**src/rtl/beamscaler_readout_seq.sv**
```systemverilog
// beamscaler_readout_seq
// WISHBONE master that, on every scaler-period completion, reads each beam
// scaler through the scaler block's 12-bit target port and emits the values
// as one AXI-Stream packet: a header word followed by one word per scaler.
module beamscaler_readout_seq #(
   parameter int         NBEAMS      = 46,    // beams per scaler set, 1..128
   parameter int         NSCALERS    = 2,     // scaler sets, 1..2
   parameter int         ACK_TIMEOUT = 255,   // cycles to wait for ack/err, 1..255
   parameter logic [7:0] HDR_TAG     = 8'hB5  // header bits [31:24]
) (
   input  logic        wb_clk_i,
   input  logic        wb_rst_i,

   input  logic        enable_i,
   input  logic        done_i,
   input  logic        bank_i,

   output logic        wb_cyc_o,
   output logic        wb_stb_o,
   output logic        wb_we_o,
   output logic [11:0] wb_adr_o,
   input  logic [31:0] wb_dat_i,
   input  logic        wb_ack_i,
   input  logic        wb_err_i,

   output logic [31:0] m_axis_tdata,
   output logic        m_axis_tvalid,
   input  logic        m_axis_tready,
   output logic        m_axis_tlast,

   output logic        busy_o,
   output logic        overrun_o
);

   localparam logic [6:0] LAST_BEAM = 7'(NBEAMS - 1);
   localparam logic       LAST_SET  = 1'(NSCALERS - 1);
   localparam logic [7:0] TMO_LAST  = 8'(ACK_TIMEOUT - 1);
   localparam logic [31:0] ERR_WORD = 32'hFFFF_FFFF;

   typedef enum logic [1:0] {
      ST_IDLE,
      ST_HDR,
      ST_RD,
      ST_PUSH
   } state_t;

   state_t     state;

   // Clock-domain crossing and edge detection of the done level
   logic       done_meta;
   logic       done_sync;
   logic       done_prev;
   logic       bank_meta;
   logic       bank_sync;
   logic       done_rise;
   logic       start_evt;
   logic       miss_evt;

   // Frame bookkeeping
   logic [7:0] seq;
   logic [7:0] missed;
   logic       set_idx;
   logic [6:0] beam_idx;
   logic       nxt_set;
   logic [6:0] nxt_beam;
   logic       is_last;
   logic [7:0] tmo_cnt;
   logic       rd_timeout;
   logic       rd_done;
   logic       hdr_accept;

   // The scaler target decodes set in adr[10] and beam in adr[8:2].
   function automatic logic [11:0] scaler_addr(input logic s, input logic [6:0] b);
      return {1'b0, s, 1'b0, b, 2'b00};
   endfunction

   // The read port is read-only from this side.
   assign wb_we_o = 1'b0;

   // Two-flop synchronisers for done/bank, plus one history flop for the edge
   always_ff @(posedge wb_clk_i or posedge wb_rst_i) begin
      if (wb_rst_i) begin
         // NOTE: state registers use non-blocking assignments so every flop samples pre-edge values regardless of statement order.
         done_meta <= 1'b0;
         done_sync <= 1'b0;
         done_prev <= 1'b0;
         bank_meta <= 1'b0;
         bank_sync <= 1'b0;
      end else begin
         done_meta <= done_i;
         done_sync <= done_meta;
         done_prev <= done_sync;
         bank_meta <= bank_i;
         bank_sync <= bank_meta;
      end
   end

   assign done_rise  = done_sync & ~done_prev;
   assign start_evt  = done_rise & enable_i & (state == ST_IDLE);
   assign miss_evt   = done_rise & enable_i & (state != ST_IDLE);
   assign hdr_accept = (state == ST_HDR) & m_axis_tready;

   // Index of the scaler after the current one, and whether this is the final one
   always_comb begin
      // NOTE: defaults first so no path through the block leaves a signal unassigned, which would infer a latch.
      nxt_beam = beam_idx + 7'd1;
      nxt_set  = set_idx;
      if (beam_idx == LAST_BEAM) begin
         nxt_beam = 7'd0;
         nxt_set  = set_idx + 1'b1;
      end
   end

   assign is_last    = (set_idx == LAST_SET) && (beam_idx == LAST_BEAM);
   assign rd_timeout = (tmo_cnt == TMO_LAST);
   assign rd_done    = wb_ack_i | wb_err_i | rd_timeout;

   // Count done edges that arrive while a frame is running; flag overrun
   always_ff @(posedge wb_clk_i or posedge wb_rst_i) begin
      if (wb_rst_i) begin
         missed    <= 8'd0;
         overrun_o <= 1'b0;
      end else begin
         if (miss_evt) begin
            overrun_o <= 1'b1;
         end
         // The header carrying the count has been accepted, so the count
         // restarts; an edge landing in that very cycle becomes the first one.
         if (hdr_accept) begin
            missed <= miss_evt ? 8'd1 : 8'd0;
         end else if (miss_evt && (missed != 8'hFF)) begin
            missed <= missed + 8'd1;
         end
      end
   end

   // Frame sequencer: header, then a read/push pair for each scaler
   always_ff @(posedge wb_clk_i or posedge wb_rst_i) begin
      if (wb_rst_i) begin
         state         <= ST_IDLE;
         seq           <= 8'd0;
         set_idx       <= 1'b0;
         beam_idx      <= 7'd0;
         tmo_cnt       <= 8'd0;
         wb_cyc_o      <= 1'b0;
         wb_stb_o      <= 1'b0;
         wb_adr_o      <= 12'd0;
         m_axis_tdata  <= 32'd0;
         m_axis_tvalid <= 1'b0;
         m_axis_tlast  <= 1'b0;
         busy_o        <= 1'b0;
      end else begin
         case (state)
            ST_IDLE: begin
               if (start_evt) begin
                  // The header is frozen here so it stays stable while the
                  // sink stalls; edges seen during the stall still raise overrun.
                  m_axis_tdata  <= {HDR_TAG, missed, 7'd0, bank_sync, seq};
                  m_axis_tvalid <= 1'b1;
                  m_axis_tlast  <= 1'b0;
                  busy_o        <= 1'b1;
                  set_idx       <= 1'b0;
                  beam_idx      <= 7'd0;
                  state         <= ST_HDR;
               end
            end

            ST_HDR: begin
               if (m_axis_tready) begin
                  m_axis_tvalid <= 1'b0;
                  seq           <= seq + 8'd1;
                  wb_cyc_o      <= 1'b1;
                  wb_stb_o      <= 1'b1;
                  wb_adr_o      <= scaler_addr(set_idx, beam_idx);
                  tmo_cnt       <= 8'd0;
                  state         <= ST_RD;
               end
            end

            ST_RD: begin
               if (rd_done) begin
                  // Error terminations and timeouts yield the all-ones marker
                  // so the packet length never depends on target behaviour.
                  wb_cyc_o      <= 1'b0;
                  wb_stb_o      <= 1'b0;
                  m_axis_tdata  <= (wb_ack_i && !wb_err_i) ? wb_dat_i : ERR_WORD;
                  m_axis_tvalid <= 1'b1;
                  m_axis_tlast  <= is_last;
                  state         <= ST_PUSH;
               end else begin
                  tmo_cnt <= tmo_cnt + 8'd1;
               end
            end

            ST_PUSH: begin
               if (m_axis_tready) begin
                  m_axis_tvalid <= 1'b0;
                  m_axis_tlast  <= 1'b0;
                  if (is_last) begin
                     busy_o <= 1'b0;
                     state  <= ST_IDLE;
                  end else begin
                     set_idx  <= nxt_set;
                     beam_idx <= nxt_beam;
                     wb_cyc_o <= 1'b1;
                     wb_stb_o <= 1'b1;
                     wb_adr_o <= scaler_addr(nxt_set, nxt_beam);
                     tmo_cnt  <= 8'd0;
                     state    <= ST_RD;
                  end
               end
            end

            default: begin
               state <= ST_IDLE;
            end
         endcase
      end
   end

endmodule

```
**config.mk**
```make
export PLATFORM = sky130hd
export DESIGN_NAME = beamscaler_readout_seq
export DESIGN_NICKNAME = d
export VERILOG_FILES = /design/src/rtl/beamscaler_readout_seq.sv
export SDC_FILE = /design/constraint.sdc
export NUM_CORES = 1
export LEC_CHECK = 0
export ABC_CLOCK_PERIOD_IN_PS = 3470
export CAP_MARGIN = 15
export CORE_UTILIZATION = 51
export CTS_BUF_LIST = sky130_fd_sc_hd__clkbuf_16
export DETAILED_ROUTE_END_ITERATION = 7
export HOLD_SLACK_MARGIN = 0.02
export PLACE_DENSITY = 0.81
export SYNTH_ARGS = -nofsm -noshare
export SYNTH_HDL_FRONTEND = slang
export SYNTH_SLANG_ARGS = --single-unit
```
**constraint.sdc**
```tcl
create_clock -name wb_clk_i -period 3.47 [get_ports wb_clk_i]
set_clock_uncertainty 0.05 [all_clocks]
set_input_delay 0.5205 -clock wb_clk_i [delete_from_list [all_inputs] [get_ports wb_clk_i]]
set_output_delay 0.5205 -clock wb_clk_i [all_outputs]
set_load 0.01 [all_outputs]
```
### Word-level counts from Yosys, hierarchy flattened

Index checks and enable logic that the tools add are counted.

| operators by class | value |
|---|---|
| divide/modulo/power cells | 0 |
| shift operators | 0 |
| multiply operators | 0 |
| add/sub/neg operators | 5 |
| order comparisons | 0 |
| reductions and logical operators | 23 |
| bitwise gates (word level) | 8 |
| mux-type cells | 46 |
| eq/ne operators | 14 |

Operators with widths:

| cell | count |
|---|---|
| 32-bit two-way mux | 3 |
| 32-bit one-hot mux with 2 select lines | 1 |
| 8-bit two-way mux | 6 |
| 12-bit two-way mux | 3 |
| 7-bit two-way mux | 4 |
| 8-bit by 1-bit adder with 8-bit output, second input constant | 3 |
| 12-bit one-hot mux with 2 select lines | 1 |
| 8-bit one-hot mux with 3 select lines | 1 |
| 4-bit AND reduction | 5 |
| 1-bit two-way mux | 15 |
| 2-bit != test, second input constant | 7 |
| 7-bit one-hot mux with 2 select lines | 1 |
| 2-bit two-way mux | 5 |
| 5-bit AND reduction | 2 |
| 2-bit nonzero test | 5 |
| 1-bit one-hot mux with 3 select lines | 3 |
| 8-bit equality test, second input constant | 1 |
| 8-bit != test, second input constant | 1 |
| 2-bit one-hot mux with 4 select lines | 1 |
| 7-bit by 1-bit adder with 7-bit output, second input constant | 1 |
| 7-bit by 6-bit equality test with 1-bit output, second input constant | 1 |
| 3-bit AND reduction | 2 |
| 3-bit nonzero test | 2 |
| 1-bit AND | 5 |
| other kinds (12) | 17 |

| word-level totals | value |
|---|---|
| latch bits | 0 |
| ROM bits | 0 |
| bits in registers | 88 |
| output and inout port bits | 51 |
| logic and storage cells | 114 |
| memory bits (writable) | 0 |
| memories kept | 0 |

### Depth between registers and ports, before layout

| depth | value |
|---|---|
| word-level depth | 7 |
| depth in mapped cells | 10 |
| depth with buffers taken out | 10 |

### Worst setup path before layout

Ideal clock, no wire load.

| timing | value |
|---|---|
| path kind | reg-to-reg |
| from | register beam_idx[0] |
| to | register tmo_cnt[3] |
| setup time | 0.124 ns |
| data required time | 3.296 ns |
| stages on the path, launching flop included | 9 |
| data arrival time | 2.049 ns |
| clock period less this slack | 2.223 ns |
| buffers on the path | 0 |
| path slack | 1.247 ns |
| cells stage by stage | dfrtp_1 > ha_1 > nor3b_1 > nand2_1 > inv_1 > ha_1 > a21oi_1 > nor2_1 > a211o_1 |

| between the ends | value |
|---|---|
| word-level cells in the longest chain between the ends | 4 |

Ends and longest elaborated chain:

| element | RTL line | RTL |
|---|---|---|
| from (decl) | 63 | `logic [6:0] beam_idx;` |
| from (signal assigned) | 204 | `beam_idx <= nxt_beam;` |
| 7-bit by 6-bit equality test with 1-bit output | 114 | `assign is_last = (set_idx == LAST_SET) && (beam_idx == LAST_BEAM);` |
| 1-bit logical AND | 114 |  |
| 2-bit != test (no line) | - |  |
| 5-bit AND reduction (no line) | - |  |
| to (signal assigned) | 191 | `tmo_cnt <= tmo_cnt + 8'd1;` |
| to (decl) | 67 | `logic [7:0] tmo_cnt;` |

Every way passes these cells.
A chain may end at the register's enable or synchronous reset.

### Final worst setup path

| timing | value |
|---|---|
| from | register beam_idx[0] |
| to | register tmo_cnt[6] |

The elaborated chain is that of the path after synthesis.

==> impl_metrics.ini <==
[detailed_routing]
wl_per_cell_microns = 15.5
vias = 3341
vias_per_cell = 5.66
first_pass_iters = 4
drc_errors = 0
routed_wl_mm = 9.14
drt_iter0_markers = 201
antenna_left = 0

[logic_synthesis]
ys.flop_type = dfrtp_1
ys_types = 49
yosys_warnings = 0
synth-seq-cells = 84
synthArstFlopShare = 1.00
yosysSeqAreaShare = 0.512
avgSynthCellArea_sq_um = 10.1
synth_edf_count = 0
synthesis.area_sq_um = 4110
syn_inst = 405

[power]
power.density_nw_per_um2 = 796
combPwrFrac = 0.393
power.switching_mw = 1.46
seqPwrFrac = 0.370
ir_worst_vdd_mv = 0.378
power_leakage_nw = 2.33
p_int_mw = 2.76
power_frac_clock = 0.237
swShare = 0.345

[clock_tree]
cts_inserted_buffers = 9
ctsResizeCount = 0
clock_sinks = 84
clkTransAtPathRegs_ns = 0.06
cts_tree = built
cts_setup_buffers = 0
clk_latency_ns = 0.34
htreeDepth = 3
cts_hold_buf = 0
root_buffer = clkbuf_16
clockBufferDepth = 2

[grt]
grt_pass1_vias = 3228
grt.total_usage = 0.231
antenna_found_initial = 0
grt_start_max_net_pins = 35
overflow = 0
grt_pass1_wl_mm = 15.4

[timing]
fin_crit_ns = 2.58
finalMaxSlewViolations = 0
slew_headroom = 0.447
fmax_ghz = 0.388
worst-slew-pin-transition_ns = 0.824
hold_viol = 0
tns_ns = 0
setup_viol = 0
rsz0062_at_grt = false
min_period_over_period = 0.743

[floorplanning]
die_y_microns = 91.7
rows = 32
io_pins = 91
fp.dieW_microns = 91.7
core_area_sq_um = 7770
dieArea_sq_um = 8420
start_util = 0.529

[critical_path]
cp-end-kind = register
critPathMaxStageDelay_ns = 0.62
path_cells = ha_1, nor3b_1, nand2_1, inv_1, ha_1, a21oi_1, nor2_1, a211o_1
cp_max_fo = 10
path_buf_inv = 1
critical_path.top_delay_family = compound AO/OA/AOI/OAI gates
critPathLaunchType = register
slowest_stage = a21oi_1
arrival_ns = 2.75
cp_common_cell = ha_1
crit_type = reg -> reg
crit_required_ns = 3.64

[cells_and_area]
fill_cells = 581
regArea_sq_um = 2100
diodes = 0
area.growth.synth_to_final_pct = 29.0
final_common_cell = clkdlybuf4s50_1
layout.core_utilization = 0.682
fin_area_sq_um = 5300
stdcell_count = 590
layout-drive-gt1-share = 0.0574
final_nets = 530
multi_input_comb_area_sq_um = 1730
final_cell_mix = clkdlybuf4s50_1 (85), dfrtp_1 (84), inv_1 (36)

[run]
cap_viol_max_count = 0

[placed_design]
gp_congestion = 0.880
port_buffers = 85
dpl_cell_area_sq_um = 4980
placed_cells = 574
dp_hpwl_mm = 6.34

[worst_hold_path]
hp-class = reg -> reg

[run_status]
outcome = completed
==> kinds of logic after synthesis <==
logic type | after synthesis | synth area share
and+or+nand+nor | 109 | 0.141
AOI/OAI and AO/OA | 101 | 0.159
DFF | 84 | 0.512
buffers and inverters | 63 | 0.0713
muxes | 31 | 0.0755
xor gates and xnor gates | 9 | 0.0192
adders and majority gates | 7 | 0.0213
other | 1 | 0.000913
==> metrics by stage <==
| step | worst slack, ns | hold slack [ns] | total power [mW] |
|---|---|---|---|
| 6_report | 0.891 | 0.297 | 4.22 |
| 5_1_grt | 0.677 | 0.311 | 4.49 |
| 4_1_cts | 0.891 | 0.298 | 4.26 |
| 3_5_place_dp | 0.851 | 0.285 | 3.24 |
| 3_3_place_gp | 0.893 | 0.282 | 3.18 |
| 2_1_floorplan | 0.734 | 0.281 | 2.55 |
==> worst paths after layout <==
path,start,to,slack [ns],cells after the start
setup reg to reg,beam_idx[0],tmo_cnt[6],0.89,8
min in group asynchronous,wb_rst_i,missed[7],0.50,2
setup / recovery,beam_idx[0],tmo_cnt[6],0.89,8
hold / removal,done_meta,done_sync,0.30,0
max in group asynchronous,wb_rst_i,m_axis_tdata[17],2.10,3
hold reg to reg,done_meta,done_sync,0.30,0
==> sequential cells by signal, summed over array words and instances (netlist names), 2 cells and up <==
register	cells
tmo_cnt	8
state	2
m_axis_tdata	32
seq	8
beam_idx	7
wb_adr_o	8
missed	8
==> power by group through the flow <==
stage | Clock, mW | Combinational [mW] | Sequential (mW)
3_3_place_gp | 0 | 1.62 | 1.56
4_1_cts | 1.02 | 1.67 | 1.56
6_report | 1.00 | 1.66 | 1.56
3_5_place_dp | 0 | 1.66 | 1.57
5_1_grt | 1.06 | 1.82 | 1.61
2_1_floorplan | 0 | 0.962 | 1.59
==> Yosys cell counts (all sizes together), types with 8 or more instances <==
| cell type | number | area (sq um) |
|---|---|---|
| a21oi | 16 | 80.1 |
| a31oi | 8 | 50.1 |
| buf | 18 | 124 |
| clkbuf | 9 | 33.8 |
| dfrtp | 84 | 2100 |
| inv | 36 | 135 |
| mux2i | 31 | 310 |
| nand2 | 27 | 101 |
| nand3 | 19 | 95.1 |
| nand4 | 8 | 50.1 |
| nor2 | 16 | 60.1 |
| o21ai | 33 | 169 |
| o22ai | 18 | 113 |
==> final cells by class <==
class / instances / area share
Timing Repair Buffer: 90 / 0.168
Tap cell: 102 / 0.0241
Inverter: 36 / 0.0257
Clock inverter: 7 / 0.0175
Multi-Input combinational cell: 262 / 0.326
Clock buffer: 9 / 0.0425
Sequential cell: 84 / 0.397
==> layer usage <==
| layer | share of wire | vias to the layer above | wire [microns] | global-route usage |
|---|---|---|---|---|
| met5 | 0 | - | 0 | 0 |
| met4 | 0.018 | 0 | 162 | 0.100 |
| met3 | 0.054 | 16 | 490 | 0.0390 |
| met2 | 0.48 | 116 | 4350 | 0.364 |
| met1 | 0.45 | 1625 | 4130 | 0.318 |
| li1 | - | 1584 | - | - |
==> worst register-to-register path, cell delays in order (launching register included) <==
cell and delay, ns:
dfrtp_1 0.46, ha_1 0.23, nor3b_1 0.18, nand2_1 0.10, inv_1 0.04, ha_1 0.22, a21oi_1 0.62, nor2_1 0.22
a211o_1 0.35
(Power assumes the default switching activity.)
